File: src/rtl/md_result_reader_pkg.sv
// Shared types and constants for the atom result readback path.
package md_pkg;

  localparam int         FRAME_LEN   = 14;
  localparam logic [1:0] HDR_TAG     = 2'b11;
  localparam int         ATOM_ADDR_W = 6;
  localparam int         COORD_W     = 32;
  localparam int         BUF_W       = 3 * COORD_W;
  localparam int         DATA_BYTES  = BUF_W / 8;
  localparam int         IDX_W       = 4;
  localparam int         CNT_W       = 2;

  typedef enum logic [1:0] {
    ST_IDLE,
    ST_FETCH,
    ST_WAIT,
    ST_SEND
  } md_state_e;

  function automatic logic [7:0] hdr_byte(input logic [ATOM_ADDR_W-1:0] addr);
    return {HDR_TAG, addr};
  endfunction

endpackage

File: src/rtl/md_result_reader_if.sv
// Host request, regfile read and byte-stream signals of the result reader.
interface md_result_reader_if;

  logic                            req_valid;
  logic                            req_ready;
  logic [md_pkg::ATOM_ADDR_W-1:0]  req_addr;
  logic [md_pkg::ATOM_ADDR_W-1:0]  num_atoms;
  logic                            rd_en;
  logic [md_pkg::ATOM_ADDR_W-1:0]  rd_addr;
  logic [md_pkg::COORD_W-1:0]      rd_x;
  logic [md_pkg::COORD_W-1:0]      rd_y;
  logic [md_pkg::COORD_W-1:0]      rd_z;
  logic [7:0]                      byte_out;
  logic                            byte_valid;
  logic                            byte_ready;
  logic                            busy;
  logic                            err;

  modport master (
    output req_valid, req_addr, num_atoms, rd_x, rd_y, rd_z, byte_ready,
    input  req_ready, rd_en, rd_addr, byte_out, byte_valid, busy, err
  );

  modport slave (
    input  req_valid, req_addr, num_atoms, rd_x, rd_y, rd_z, byte_ready,
    output req_ready, rd_en, rd_addr, byte_out, byte_valid, busy, err
  );

endinterface

File: src/rtl/md_frame_serializer.sv
// Holds one sampled atom and streams it as a 14-byte frame with trailing XOR checksum.
module md_frame_serializer
  import md_pkg::*;
(
  input  logic                   clk,
  input  logic                   rst_n,
  input  logic                   load_i,
  input  logic [ATOM_ADDR_W-1:0] addr_i,
  input  logic [BUF_W-1:0]       data_i,
  input  logic                   ready_i,
  output logic [7:0]             byte_o,
  output logic                   valid_o,
  output logic                   done_o
);

  localparam logic [IDX_W-1:0] LAST_IDX = IDX_W'(FRAME_LEN - 1);

  logic [DATA_BYTES-1:0][7:0] buf_q, buf_d;
  logic [7:0]                 hdr_q, hdr_d;
  logic [7:0]                 csum_q, csum_d;
  logic [IDX_W-1:0]           idx_q, idx_d;
  logic                       active_q, active_d;
  logic [7:0]                 cur_byte;
  logic                       accept;

  // Byte 0 is the header, the last byte the checksum, everything between comes from the buffer.
  always_comb begin
    cur_byte = 8'h00;
    if (idx_q == '0) begin
      cur_byte = hdr_q;
    end else if (idx_q == LAST_IDX) begin
      cur_byte = csum_q;
    end else begin
      cur_byte = buf_q[idx_q - 4'd1];
    end
  end

  assign accept = active_q && ready_i;

  always_comb begin
    buf_d    = buf_q;
    hdr_d    = hdr_q;
    csum_d   = csum_q;
    idx_d    = idx_q;
    active_d = active_q;
    done_o   = 1'b0;
    if (load_i) begin
      buf_d    = data_i;
      hdr_d    = hdr_byte(addr_i);
      csum_d   = '0;
      idx_d    = '0;
      active_d = 1'b1;
    end else if (accept) begin
      if (idx_q == LAST_IDX) begin
        active_d = 1'b0;
        idx_d    = '0;
        csum_d   = '0;
        done_o   = 1'b1;
      end else begin
        idx_d  = idx_q + 4'd1;
        csum_d = csum_q ^ cur_byte;
      end
    end
  end

  always_ff @(posedge clk) begin
    if (!rst_n) begin
      buf_q    <= '0;
      hdr_q    <= '0;
      csum_q   <= '0;
      idx_q    <= '0;
      active_q <= 1'b0;
    end else begin
      buf_q    <= buf_d;
      hdr_q    <= hdr_d;
      csum_q   <= csum_d;
      idx_q    <= idx_d;
      active_q <= active_d;
    end
  end

  assign valid_o = active_q;
  assign byte_o  = active_q ? cur_byte : 8'h00;

endmodule

File: src/rtl/md_result_reader.sv
// Reads one atom's coordinates from the regfile on request and emits them as a byte frame.
//   state    | meaning
//   ST_IDLE  | ready for a request; range-checks the address
//   ST_FETCH | one-cycle regfile read strobe
//   ST_WAIT  | down-count the regfile latency, sample data on terminal count
//   ST_SEND  | serializer streams the frame until the checksum byte is taken
module md_result_reader
  import md_pkg::*;
#(
  parameter int RD_LATENCY = 1
) (
  input  logic               clk,
  input  logic               rst_n,
  md_result_reader_if.slave  bus
);

  localparam logic [CNT_W-1:0] CNT_INIT = RD_LATENCY[CNT_W-1:0];

  md_state_e              state_q, state_d;
  logic [ATOM_ADDR_W-1:0] addr_q, addr_d;
  logic [CNT_W-1:0]       cnt_q, cnt_d;
  logic                   err_q, err_d;
  logic                   load;
  logic                   frame_done;
  logic [7:0]             ser_byte;
  logic                   ser_valid;

  always_comb begin
    state_d = state_q;
    addr_d  = addr_q;
    cnt_d   = cnt_q;
    err_d   = 1'b0;
    load    = 1'b0;
    case (state_q)
      ST_IDLE: begin
        if (bus.req_valid) begin
          if (bus.req_addr >= bus.num_atoms) begin
            err_d = 1'b1;
          end else begin
            addr_d  = bus.req_addr;
            state_d = ST_FETCH;
          end
        end
      end
      ST_FETCH: begin
        cnt_d   = CNT_INIT;
        state_d = ST_WAIT;
      end
      ST_WAIT: begin
        // Terminal count lands exactly RD_LATENCY cycles after the strobe.
        if (cnt_q == 2'd1) begin
          load    = 1'b1;
          cnt_d   = '0;
          state_d = ST_SEND;
        end else begin
          cnt_d = cnt_q - 2'd1;
        end
      end
      ST_SEND: begin
        if (frame_done) begin
          addr_d  = '0;
          state_d = ST_IDLE;
        end
      end
      default: begin
        addr_d  = '0;
        cnt_d   = '0;
        state_d = ST_IDLE;
      end
    endcase
  end

  always_ff @(posedge clk) begin
    if (!rst_n) begin
      state_q <= ST_IDLE;
      addr_q  <= '0;
      cnt_q   <= '0;
      err_q   <= 1'b0;
    end else begin
      state_q <= state_d;
      addr_q  <= addr_d;
      cnt_q   <= cnt_d;
      err_q   <= err_d;
    end
  end

  md_frame_serializer u_ser (
    .clk     (clk),
    .rst_n   (rst_n),
    .load_i  (load),
    .addr_i  (addr_q),
    .data_i  ({bus.rd_z, bus.rd_y, bus.rd_x}),
    .ready_i (bus.byte_ready),
    .byte_o  (ser_byte),
    .valid_o (ser_valid),
    .done_o  (frame_done)
  );

  assign bus.req_ready  = (state_q == ST_IDLE);
  assign bus.rd_en      = (state_q == ST_FETCH);
  assign bus.rd_addr    = addr_q;
  assign bus.busy       = (state_q != ST_IDLE);
  assign bus.err        = err_q;
  assign bus.byte_out   = ser_byte;
  assign bus.byte_valid = ser_valid;

endmodule
File: src/flat_wrapper.sv
// flat-port wrapper written by rule: the top's interface ports become plain ports
module md_result_reader_flat import md_pkg::*;
#(
  parameter int RD_LATENCY = 1
)
  (clk, rst_n, bus_req_valid, bus_req_addr, bus_num_atoms, bus_rd_x, bus_rd_y, bus_rd_z, bus_byte_ready, bus_req_ready, bus_rd_en, bus_rd_addr, bus_byte_out, bus_byte_valid, bus_busy, bus_err);
  md_result_reader_if bus_i ();
  input  logic clk;
  input  logic rst_n;
  input wire logic [$bits(bus_i.req_valid)-1:0] bus_req_valid;
  input wire logic [$bits(bus_i.req_addr)-1:0] bus_req_addr;
  input wire logic [$bits(bus_i.num_atoms)-1:0] bus_num_atoms;
  input wire logic [$bits(bus_i.rd_x)-1:0] bus_rd_x;
  input wire logic [$bits(bus_i.rd_y)-1:0] bus_rd_y;
  input wire logic [$bits(bus_i.rd_z)-1:0] bus_rd_z;
  input wire logic [$bits(bus_i.byte_ready)-1:0] bus_byte_ready;
  output wire logic [$bits(bus_i.req_ready)-1:0] bus_req_ready;
  output wire logic [$bits(bus_i.rd_en)-1:0] bus_rd_en;
  output wire logic [$bits(bus_i.rd_addr)-1:0] bus_rd_addr;
  output wire logic [$bits(bus_i.byte_out)-1:0] bus_byte_out;
  output wire logic [$bits(bus_i.byte_valid)-1:0] bus_byte_valid;
  output wire logic [$bits(bus_i.busy)-1:0] bus_busy;
  output wire logic [$bits(bus_i.err)-1:0] bus_err;
  assign bus_i.req_valid = bus_req_valid;
  assign bus_i.req_addr = bus_req_addr;
  assign bus_i.num_atoms = bus_num_atoms;
  assign bus_i.rd_x = bus_rd_x;
  assign bus_i.rd_y = bus_rd_y;
  assign bus_i.rd_z = bus_rd_z;
  assign bus_i.byte_ready = bus_byte_ready;
  assign bus_req_ready = bus_i.req_ready;
  assign bus_rd_en = bus_i.rd_en;
  assign bus_rd_addr = bus_i.rd_addr;
  assign bus_byte_out = bus_i.byte_out;
  assign bus_byte_valid = bus_i.byte_valid;
  assign bus_busy = bus_i.busy;
  assign bus_err = bus_i.err;
  md_result_reader #(.RD_LATENCY(RD_LATENCY)) u_core (.clk(clk), .rst_n(rst_n), .bus(bus_i));
endmodule
File: config.mk
export PLATFORM = sky130hd
export DESIGN_NAME = md_result_reader_flat
export DESIGN_NICKNAME = d
export VERILOG_FILES = /design/src/rtl/md_result_reader_pkg.sv /design/src/rtl/md_result_reader_if.sv /design/src/rtl/md_frame_serializer.sv /design/src/rtl/md_result_reader.sv /design/src/flat_wrapper.sv
export SDC_FILE = /design/constraint.sdc
export NUM_CORES = 1
export LEC_CHECK = 0
export ABC_AREA = 1
export BUFFER_PORTS_ARGS = -buffer_cell sky130_fd_sc_hd__clkbuf_2
export CAP_MARGIN = 20
export CORE_ASPECT_RATIO = 1.2
export CORE_MARGIN = 3
export CORE_UTILIZATION = 40
export CTS_CLUSTER_SIZE = 16
export DETAILED_ROUTE_END_ITERATION = 16
export GPL_TIMING_DRIVEN = 0
export MAX_ROUTING_LAYER = met4
export SYNTH_ARGS = -nofsm -noshare
export SYNTH_HDL_FRONTEND = slang
export SYNTH_SLANG_ARGS = --single-unit
File: constraint.sdc
create_clock -name clk -period 3.1 [get_ports clk]
set_clock_uncertainty 0.05 [all_clocks]
set_input_delay 0.31 -clock clk [delete_from_list [all_inputs] [get_ports clk]]
set_output_delay 0.31 -clock clk [all_outputs]
set_load 0.02 [all_outputs]
==> impl_metrics.csv <==
group,metric,value,unit
timing,setup-violations-final,0,
timing,worst_pin_slew,0.604,ns
detailed_routing,routedWlPerCell,14.0,um
clocking,cts_buffer_depth,2,
power,p_leak,3.41,nW
synthesis,yosysWarnings,0,
timing,max_freq,0.335,GHz
synthesis,synth-seq-cells,127,
clocking,cts_tree,"yes",
detailed_routing,wirelength,17800,um
floorplanning,die_h,141,um
finish,stdcell_area,0.00767,mm^2
power,switching_share,31.9,%
global_route,grt_max_degree,19,
synthesis,ys_seq_area_share,41.6,%
clocking,root_buffer,"clkbuf_16",
global_route,grt_pass1_wl,28300,um
worst_setup_path,crit_fanout,18,
worst_setup_path,cp.arrival,2.63,ns
timing,slew_headroom,59.7,%
worst_setup_path,path_delay_family,"buffers and inverters",
finish,final_cells,1272,
synthesis,synth_compound_area_share,15.8,%
placed_design,hpwl,13700,um
worst_setup_path,cpPeakStageDelay,0.33,ns
global_route,grt.overflow.total,0,
finish,drive_gt1_share,18.9,%
timing,hold_violations,0,
worst_setup_path,critical_path.cell_chain,"buf_4 > inv_4 > ha_1 > buf_2 > inv_4 > buf_6 > nand3_1 > nand2_1 > nand2_1 > nand2_1 > nand3_1 > a21oi_2 > clkbuf_4",
placed_design,dpl_cell_area,0.00700,mm^2
clocking,insertion_delay,0.42,ns
timing,slew_viol_final,0,
floorplanning,die_w,119,um
clocking,path_clk_slew,0.06,ns
run_status,outcome,"finished clean",
worst_setup_path,cp_common_cell,"nand2_1",
worst_setup_path,endpoint_kind,"output port",
clocking,numCtsBuffers,17,
power,clkPwrFrac,37.5,%
synthesis,synthXorXnorAreaFrac,0.143,%
worst_setup_path,critPathSlowestCell,"dfxtp_2",
power,p_sw,1.73,mW
detailed_routing,drtIter0Drc,361,
synthesis,synth_top_area_cell,"dfxtp_1",
finish,regArea,0.00254,mm^2
synthesis,synth_fp_nets,1040,
floorplanning,pin_count,131,
synthesis,synth_top_family_by_area,"simple AND/OR/NAND/NOR gates",
synthesis,syn_inst,912,
synthesis,netlist_area,0.00611,mm^2
placed_design,gp_congestion,0.852,
finish,multi_input_area,0.00304,mm^2
timing,fin_crit,2.99,ns
hold_path,holdCritPathClass,"input port to flop",
flow_run,drv_cap,0,
floorplanning,dieArea,0.0168,mm^2
synthesis,synthAdderAreaFrac,3.28,%
detailed_routing,first_pass_iters,5,
floorplanning,num_rows,48,
finish,finish.utilization,52.3,%
clocking,h-tree-depth,4,
detailed_routing,num_vias,6142,
global_route,grt_pass1_vias,5802,
worst_setup_path,critPathLaunchType,"flop",
synthesis,synth_top_area_share,41.6,%
worst_setup_path,crit_required,2.74,ns
floorplanning,core_area,0.0147,mm^2
synthesis,ys_types,32,
global_route,antenna_found_initial,0,
detailed_routing,drc,0,
power,pwr-share-seq,37.7,%
power,combPwrFrac,24.8,%
detailed_routing,vias_per_cell,4.83,
timing,finalCritPeriodShare,96.3,%
synthesis,yosys-top-cells-area,"dfxtp_1 42%, nor2_1 10%, nand2_1 9.8%",
worst_setup_path,path_buf_inv,6,
synthesis,synth.area.mux_share,0,%
synthesis,yosys.area_share.simple,29.9,%
detailed_routing,postRouteAntennaNets,0,
clocking,clock-sinks,127,
placed_design,port_buffers,129,
power,p_per_area,706,mW/mm^2
global_route,grt_use_total,22.1,%
power,vdd_drop_max,0.000391,V
finish,antenna_cells,0,
synthesis,syn-mean-instance-area,6.70,um^2
power,internal_power,3.69,mW
finish,areaGrowthSynthToFinish,25.5,%
floorplanning,initial_core_util,41.7,%
finish,fillers,1621,
placed_design,dp.cells,1241,
finish,nNetsFinal,1187,
worst_setup_path,worstSetupPathType,"flop to output port",
layout make-up:
type	count	area share, %
Buffer	52	3.04
Clock buffer	22	6.05
Clock inverter	10	1.78
Inverter	91	4.59
Multi-Input combinational cell	641	39.6
Sequential cell	127	33.2
Tap cell	200	3.26
Timing Repair Buffer	129	8.52
routing by layer:
metal,up-vias,share of wire [%],global-route usage [%]
li1,3247,-,-
met1,2722,44,26.3
met2,143,49,37.1
met3,30,4.6,4.11
met4,0,1.9,8.48
met5,-,0,-
synth_stat cells:
master and n:
nand4_1 10, nand2_4 1, o21ai_0 115, a21oi_2 1, buf_2 13, clkinv_4 1
nand3_2 1, nor3_1 1, nand3_1 92, o21ai_1 5, or2_2 3, ha_1 16
buf_4 2, nor4_1 1, dfxtp_1 127, nand2_1 159, clkbuf_2 1, inv_1 85
inv_2 5, buf_1 2, clkbuf_1 35, xor2_1 1, o21ai_2 1, a211oi_1 1
nand2_2 3, a31oi_1 1, o21a_1 1, a21oi_1 63, nor3_2 1, nor2_1 162
nor3_4 1, o211ai_1 1
sequential cells by signal (all words and copies together), names as in the netlist:
| signal | count |
|---|---|
| u_core.u_ser.buf_q | 96 |
| u_core.u_ser.csum_q | 8 |
| u_core.u_ser.hdr_q | 7 |
| u_core.bus.rd_addr | 6 |
| u_core.u_ser.idx_q | 4 |
| u_core.cnt_q | 2 |
| u_core.state_q | 2 |
| u_core.bus.err | 1 |
| u_core.u_ser.valid_o | 1 |
stage by stage:
step | setup TNS (ns) | total power [mW] | hold WS (ns) | setup WS, ns
after floorplan | 0 | 2.98 | 0.379 | 0.631
after global placement | 0 | 3.39 | 0.389 | 0.0649
after detailed placement | 0 | 3.40 | 0.395 | 0.0461
after CTS | 0 | 5.45 | 0.0699 | 0.0230
after global routing | -0.00313 | 5.73 | 0.0990 | -0.00313
final | 0 | 5.42 | 0.0849 | 0.115
logic make-up after synthesis:
kind of cell,after synthesis
compound gates,189
xor+xnor,1
fa+ha+maj,16
buf+inv,144
flops,127
simple gates,435
worst paths after layout:
check / start / cells past startpoint / to / slack (ns)
max: u_core.u_ser.idx_q[0] / 13 / bus_byte_out[5] / 0.11
min reg2reg: u_core.u_ser.buf_q[76] / 2 / u_core.u_ser.buf_q[76] / 0.40
max reg2reg: u_core.u_ser.idx_q[0] / 16 / u_core.u_ser.csum_q[5] / 0.77
min: bus_rd_y[1] / 3 / u_core.u_ser.buf_q[33] / 0.08
tightest hold or removal path, delay by kind of cell:
family / cells / cell delay, ns
compound gates: 1 / 0.07
buf+inv: 1 / 0.07
simple gates: 1 / 0.07
layout by cell type (no fill, tap or decap), types with 3 or more instances in the layout:
master | synthesis | final
nand3_1 | 92 | 89
ha_1 | 16 | 16
o21ai_0 | 115 | 115
or2_2 | 3 | 3
bufinv_16 | 0 | 3
a21oi_1 | 63 | 58
clkbuf_16 | 0 | 17
nand3_2 | 1 | 4
nand2_1 | 159 | 159
buf_2 | 13 | 11
clkinv_2 | 0 | 3
nand4_1 | 10 | 10
nor2_1 | 162 | 162
clkbuf_4 | 0 | 3
dfxtp_1 | 127 | 126
o21ai_1 | 5 | 5
nand2_2 | 3 | 3
clkbuf_1 | 35 | 37
buf_4 | 2 | 4
a21oi_2 | 1 | 6
clkbuf_2 | 1 | 127
clkinvlp_4 | 0 | 3
inv_2 | 5 | 4
inv_1 | 85 | 84
power groups by stage:
| stage | clock [mW] | combinational (mW) | sequential (mW) |
|---|---|---|---|
| 2_1_floorplan | 0 | 0.901 | 2.08 |
| 3_3_place_gp | 0 | 1.32 | 2.07 |
| 3_5_place_dp | 0 | 1.33 | 2.08 |
| 4_1_cts | 2.06 | 1.35 | 2.04 |
| 5_1_grt | 2.13 | 1.53 | 2.07 |
| 6_report | 2.03 | 1.34 | 2.04 |
what timing repair did:
| action | in CTS | in global routing |
|---|---|---|
| resized for setup | 18 | 5 |
| setup endpoints to repair | 8 | 8 |
| hold buffers | 0 | 0 |
| buffers inserted | 0 | 0 |
| pin swaps | 1 | 2 |
(Power assumes the default switching activity.)
